**src/rtl/opener_input_conditioner_if.sv**
```systemverilog
// Raw sensor inputs and conditioned Opener inputs, grouped for the input conditioner.
interface opener_input_conditioner_if;
    logic b_raw;
    logic c_raw;
    logic o_raw;
    logic s_raw;
    logic b;
    logic c;
    logic o;
    logic s;
    logic fault;

    modport master (
        output b_raw, c_raw, o_raw, s_raw,
        input  b, c, o, s, fault
    );

    modport slave (
        input  b_raw, c_raw, o_raw, s_raw,
        output b, c, o, s, fault
    );
endinterface

```
**src/rtl/opener_input_conditioner.sv**
```systemverilog
// Synchronizes and debounces the Opener's button, limit and safety inputs; the button becomes a press pulse.
// Optional macro SAFETY_STRETCH_EN adds a STRETCH_CYCLES hold-off on the falling edge of the safety level.
module opener_input_conditioner #(
    parameter int DB_CYCLES      = 4,
    parameter int STRETCH_CYCLES = 8
) (
    input  logic                      clk,
    input  logic                      r,
    opener_input_conditioner_if.slave io
);
    localparam int NCH  = 4;
    localparam int CH_B = 3;
    localparam int CH_C = 2;
    localparam int CH_O = 1;
    localparam int CH_S = 0;
    localparam int CW   = $clog2(DB_CYCLES + 1);

    if (DB_CYCLES < 1 || STRETCH_CYCLES < 1) begin : g_bad_param
        $error("opener_input_conditioner: DB_CYCLES and STRETCH_CYCLES must be >= 1");
    end

    logic [NCH-1:0]         raw_s;
    logic [NCH-1:0]         sync1_q, sync1_d;
    logic [NCH-1:0]         sync2_q, sync2_d;
    logic [NCH-1:0]         stable_q, stable_d;
    logic [NCH-1:0][CW-1:0] cnt_q, cnt_d;
    logic                   b_prev_q, b_prev_d;
    logic                   b_q, b_d;
    logic                   fault_q, fault_d;

    assign raw_s = {io.b_raw, io.c_raw, io.o_raw, io.s_raw};

    // Two-flop synchronizer feeding a per-channel run-length debounce.
    always_comb begin
        sync1_d  = raw_s;
        sync2_d  = sync1_q;
        stable_d = stable_q;
        cnt_d    = {(NCH*CW){1'b0}};
        for (int i = 0; i < NCH; i++) begin
            if (sync2_q[i] != stable_q[i]) begin
                if (cnt_q[i] == CW'(DB_CYCLES - 1)) begin
                    stable_d[i] = sync2_q[i];
                    cnt_d[i]    = {CW{1'b0}};
                end else begin
                    cnt_d[i] = cnt_q[i] + CW'(1'b1);
                end
            end else begin
                cnt_d[i] = {CW{1'b0}};
            end
        end
    end

    // Press pulse is one cycle behind the filtered rise and shares fault's view of the limits.
    always_comb begin
        fault_d  = stable_q[CH_C] & stable_q[CH_O];
        b_prev_d = stable_q[CH_B];
        b_d      = stable_q[CH_B] & ~b_prev_q & ~fault_d;
    end

    // Main state registers.
    always_ff @(posedge clk or negedge r) begin
        if (!r) begin
            sync1_q  <= {NCH{1'b0}};
            sync2_q  <= {NCH{1'b0}};
            stable_q <= {NCH{1'b0}};
            cnt_q    <= {(NCH*CW){1'b0}};
            b_prev_q <= 1'b0;
            b_q      <= 1'b0;
            fault_q  <= 1'b0;
        end else begin
            sync1_q  <= sync1_d;
            sync2_q  <= sync2_d;
            stable_q <= stable_d;
            cnt_q    <= cnt_d;
            b_prev_q <= b_prev_d;
            b_q      <= b_d;
            fault_q  <= fault_d;
        end
    end

`ifdef SAFETY_STRETCH_EN
    localparam int SW = $clog2(STRETCH_CYCLES + 1);

    logic [SW-1:0] stretch_q, stretch_d;
    logic          s_q, s_d;

    // Hold counter reloads while the beam is broken and drains after it clears.
    always_comb begin
        stretch_d = stretch_q;
        s_d       = 1'b0;
        if (stable_d[CH_S]) begin
            stretch_d = SW'(STRETCH_CYCLES);
            s_d       = 1'b1;
        end else if (stretch_q != {SW{1'b0}}) begin
            stretch_d = stretch_q - SW'(1'b1);
            s_d       = 1'b1;
        end else begin
            stretch_d = {SW{1'b0}};
            s_d       = 1'b0;
        end
    end

    // Stretch state registers.
    always_ff @(posedge clk or negedge r) begin
        if (!r) begin
            stretch_q <= {SW{1'b0}};
            s_q       <= 1'b0;
        end else begin
            stretch_q <= stretch_d;
            s_q       <= s_d;
        end
    end

    assign io.s = s_q;
`else
    assign io.s = stable_q[CH_S];
`endif

    assign io.b     = b_q;
    assign io.c     = stable_q[CH_C];
    assign io.o     = stable_q[CH_O];
    assign io.fault = fault_q;
endmodule

```
**src/flat_wrapper.sv**
```systemverilog
// flat-port wrapper written by rule: the top's interface ports become plain ports
module opener_input_conditioner_flat 
#(
    parameter int DB_CYCLES      = 4,
    parameter int STRETCH_CYCLES = 8
)
  (clk, r, io_b_raw, io_c_raw, io_o_raw, io_s_raw, io_b, io_c, io_o, io_s, io_fault);
  opener_input_conditioner_if io_i ();
  input  logic clk;
  input  logic r;
  input wire logic [$bits(io_i.b_raw)-1:0] io_b_raw;
  input wire logic [$bits(io_i.c_raw)-1:0] io_c_raw;
  input wire logic [$bits(io_i.o_raw)-1:0] io_o_raw;
  input wire logic [$bits(io_i.s_raw)-1:0] io_s_raw;
  output wire logic [$bits(io_i.b)-1:0] io_b;
  output wire logic [$bits(io_i.c)-1:0] io_c;
  output wire logic [$bits(io_i.o)-1:0] io_o;
  output wire logic [$bits(io_i.s)-1:0] io_s;
  output wire logic [$bits(io_i.fault)-1:0] io_fault;
  assign io_i.b_raw = io_b_raw;
  assign io_i.c_raw = io_c_raw;
  assign io_i.o_raw = io_o_raw;
  assign io_i.s_raw = io_s_raw;
  assign io_b = io_i.b;
  assign io_c = io_i.c;
  assign io_o = io_i.o;
  assign io_s = io_i.s;
  assign io_fault = io_i.fault;
  opener_input_conditioner #(.DB_CYCLES(DB_CYCLES), .STRETCH_CYCLES(STRETCH_CYCLES)) u_core (.clk(clk), .r(r), .io(io_i));
endmodule
```
**config.mk**
```make
export PLATFORM = sky130hd
export DESIGN_NAME = opener_input_conditioner_flat
export DESIGN_NICKNAME = d
export VERILOG_FILES = /design/src/rtl/opener_input_conditioner_if.sv /design/src/rtl/opener_input_conditioner.sv /design/src/flat_wrapper.sv
export SDC_FILE = /design/constraint.sdc
export NUM_CORES = 1
export LEC_CHECK = 0
export ABC_AREA = 0
export CAP_MARGIN = 10
export CORE_ASPECT_RATIO = 2
export CORE_MARGIN = 2
export CORE_UTILIZATION = 35
export CTS_CLUSTER_SIZE = 10
export DETAILED_ROUTE_END_ITERATION = 12
export DONT_BUFFER_PORTS = 1
export SYNTH_ARGS = -nofsm -noshare
export SYNTH_HDL_FRONTEND = slang
export SYNTH_SLANG_ARGS = --single-unit
```
**constraint.sdc**
```tcl
create_clock -name clk -period 2.3 [get_ports clk]
set_input_delay 0.115 -clock clk [delete_from_list [all_inputs] [get_ports clk]]
set_output_delay 0.115 -clock clk [all_outputs]
set_load 0.005 [all_outputs]
```
==> flow_summary.toml <==
[timing]
min_period_ps = 1160
maxSlewHeadroom_pct = 76.5
skew_ps = 1.96
drv_slew = 0
final.period_utilization_pct = 50.6
finalHoldViolations = 0
fmax_mhz = 859
fin_tns_setup_ps = 0
worst_slew_pin_slew_ps = 351
final-setup-viol-count = 0
rsz0062_at_grt = "no"

[synth]
synth_area_sq_um = 962
syn_avg_cell_area_sq_um = 16.9
synth_edf_count = 0
async_flop_share_pct = 100
yosysTopAreaCell = "dfrtp_1"
syn_inst = 57
yosys-top-cells-count = "dfrtp_1, nor3b_1"
synth-main-ff-cell = "dfrtp_1"
synth_seq_area_share_pct = 70.2
synthTopCellsByArea = "dfrtp_1, nor2b_4, ha_1, nor3b_1, xnor2_1"
yosysMostFrequentCell = "dfrtp_1"
ys_ff_latch = 27
yosys.area.top_type_share_pct = 70.2
yosys_warnings = 0
synth_fp_nets = 67
yosys.cell_types.count = 11

[global_route]
antenna_found_initial = 0
grt_pass1_wl_um = 2180
grt_max_degree = 28
grt-ovfl-total = 0
grt_pass1_vias = 544
grtUsageTotal_pct = 10.0

[placement]
dp_hpwl_um = 829
port_buffers = 0
place.gp.congestion = 0.659
dp_cells = 85

[floorplanning]
die_w_um = 41.1
start_util_pct = 37.4
die-area_sq_mm = 0.00321
ioPinCount = 11
die_h_um = 78.2
rows = 26
core_area_sq_mm = 0.00257

[setup_path]
worstSetupPathType = "reg2reg"
crit_fanout = 3
start_kind = "flip-flop"
worst_ep_required_time_ps = 2450
crit_start = "u_core.cnt_q[9]"
rr_startpoint = "u_core.cnt_q[9]"
worst_setup_path_end_kind = "flip-flop"
worstPathArrival_ps = 1310

[clock_network]
ctsResizeCount = 0
ctsHoldBuffers = 6
cts.sinks = 27
cts_inserted_buffers = 3
cts_tree = "yes"
cts_setup_buffers = 0
htreeDepth = 1
cts_buffer_depth = 2
clk_latency_ps = 260
clkTransAtPathRegs_ps = 80
root_buffer = "clkbuf_8"

[pwr]
vdd_ir_drop_max_mv = 0.522
p_int_uw = 871
cellLeakagePower_uw = 0.000497
swShare_pct = 26.7
power.share.sequential_pct = 57.5
clockPowerShare_pct = 21.3
combinationalPowerShare_pct = 21.2
power_density_mw_per_mm2 = 1070
p_switching_uw = 316

[worst_hold_path]
hold_path.class = "in2async"

[run]
max_cap_viol_count = 0

[route]
vias_per_cell = 4.74
wire_per_inst_um = 12.1
vias = 450
remaining_drc_errors = 0
drt_pass1_iterations = 2
drt-initial-drc-count = 5
drt-total-wl_um = 1150
postRouteAntennaNets = 0

[finish]
drive_gt1_share_pct = 19.4
seq_area_sq_um = 676
stdcell_count = 95
final_nets = 78
multiInputGateArea_sq_um = 287
n_fill_cell = 226
syn2layout_area_growth_pct = 15.6
diodes = 0

[outcome]
status = "finished clean"
## critical path, cell delays in order, from the launching register on
cell and delay (ps):
dfrtp_1 390, ha_1 220, nor2b_4 140, mux2_1 300
## layout by cell type, fill, tap and decap left out
cell type and count:
and2_1 1, ha_1 4, clkbuf_8 3, mux2_2 3, nor3b_2 2, dlygate4sd3_1 5
nor2b_1 2, xnor2_1 4, buf_12 1, nor2b_4 4, clkbuf_1 1, nor3_1 4
nor3b_1 5, mux2_1 1, dfrtp_1 27
## sequential cells by signal, summed over array words and instances (netlist names)
signal	count
u_core.io.fault	1
u_core.io.b	1
u_core.b_prev_q	1
u_core.sync2_q	4
u_core.stable_q	4
u_core.cnt_q	12
u_core.sync1_q	4
## power groups by stage
stage | clock, uW | combinational, uW | sequential, uW
global placement | 0 | 223 | 691
CTS | 270 | 259 | 687
finish | 253 | 252 | 682
detailed placement | 0 | 237 | 698
floorplan | 0 | 204 | 671
global route | 284 | 299 | 701
## through the flow
| step | hold WS (ps) | power, uW | utilization, % | instance area [sq um] | worst slack [ps] |
|---|---|---|---|---|---|
| after floorplan | -181 | 875 | - | 962 | 1180 |
| after global placement | -180 | 914 | 38.8 | 997 | 1170 |
| after detailed placement | -180 | 935 | 38.8 | 997 | 1140 |
| after CTS | 264 | 1220 | 43.3 | 1110 | 1130 |
| after global routing | 285 | 1280 | 43.3 | 1110 | 1090 |
| final | 274 | 1190 | 43.3 | 1110 | 1140 |
## routing by layer
layer | track usage [%] | wire [um] | share of wire, % | vias up
met1 | 10.7 | 491 | 43 | 229
met4 | 8.00 | 23 | 2.0 | 0
met3 | 1.69 | 43 | 3.7 | 2
met2 | 15.8 | 593 | 51 | 8
li1 | - | - | - | 211
met5 | 0 | 0 | 0 | -
## final timing paths
kind,end,slack [ps],depth (start not counted)
worst max-delay path,u_core.stable_q[3],1140,3
worst min-delay path,u_core.sync1_q[0],270,2
worst max register to register,u_core.stable_q[3],1140,3
worst min register to register,u_core.sync2_q[1],350,0
max in group asynchronous,u_core.sync2_q[2],1880,2
min in group clk,u_core.sync2_q[1],350,0
## logic make-up (layout without fill, tap and decap cells)
group,after synthesis,in the layout,share of synthesized area [%]
flip-flops,27,27,70.2
AND/OR/NAND/NOR,18,18,16.3
adder cells (fa/ha/maj),4,4,5.20
XOR/XNOR,4,4,3.64
multiplexers,4,4,4.68
buffers and inverters,0,10,0
## layout make-up
type,count,area share [%]
sequential,27,60.7
multi-input combinational,30,25.8
timing repair buffer,6,6.30
clock buffer,4,4.05
tap,28,3.15
(Power assumes the default switching activity.)
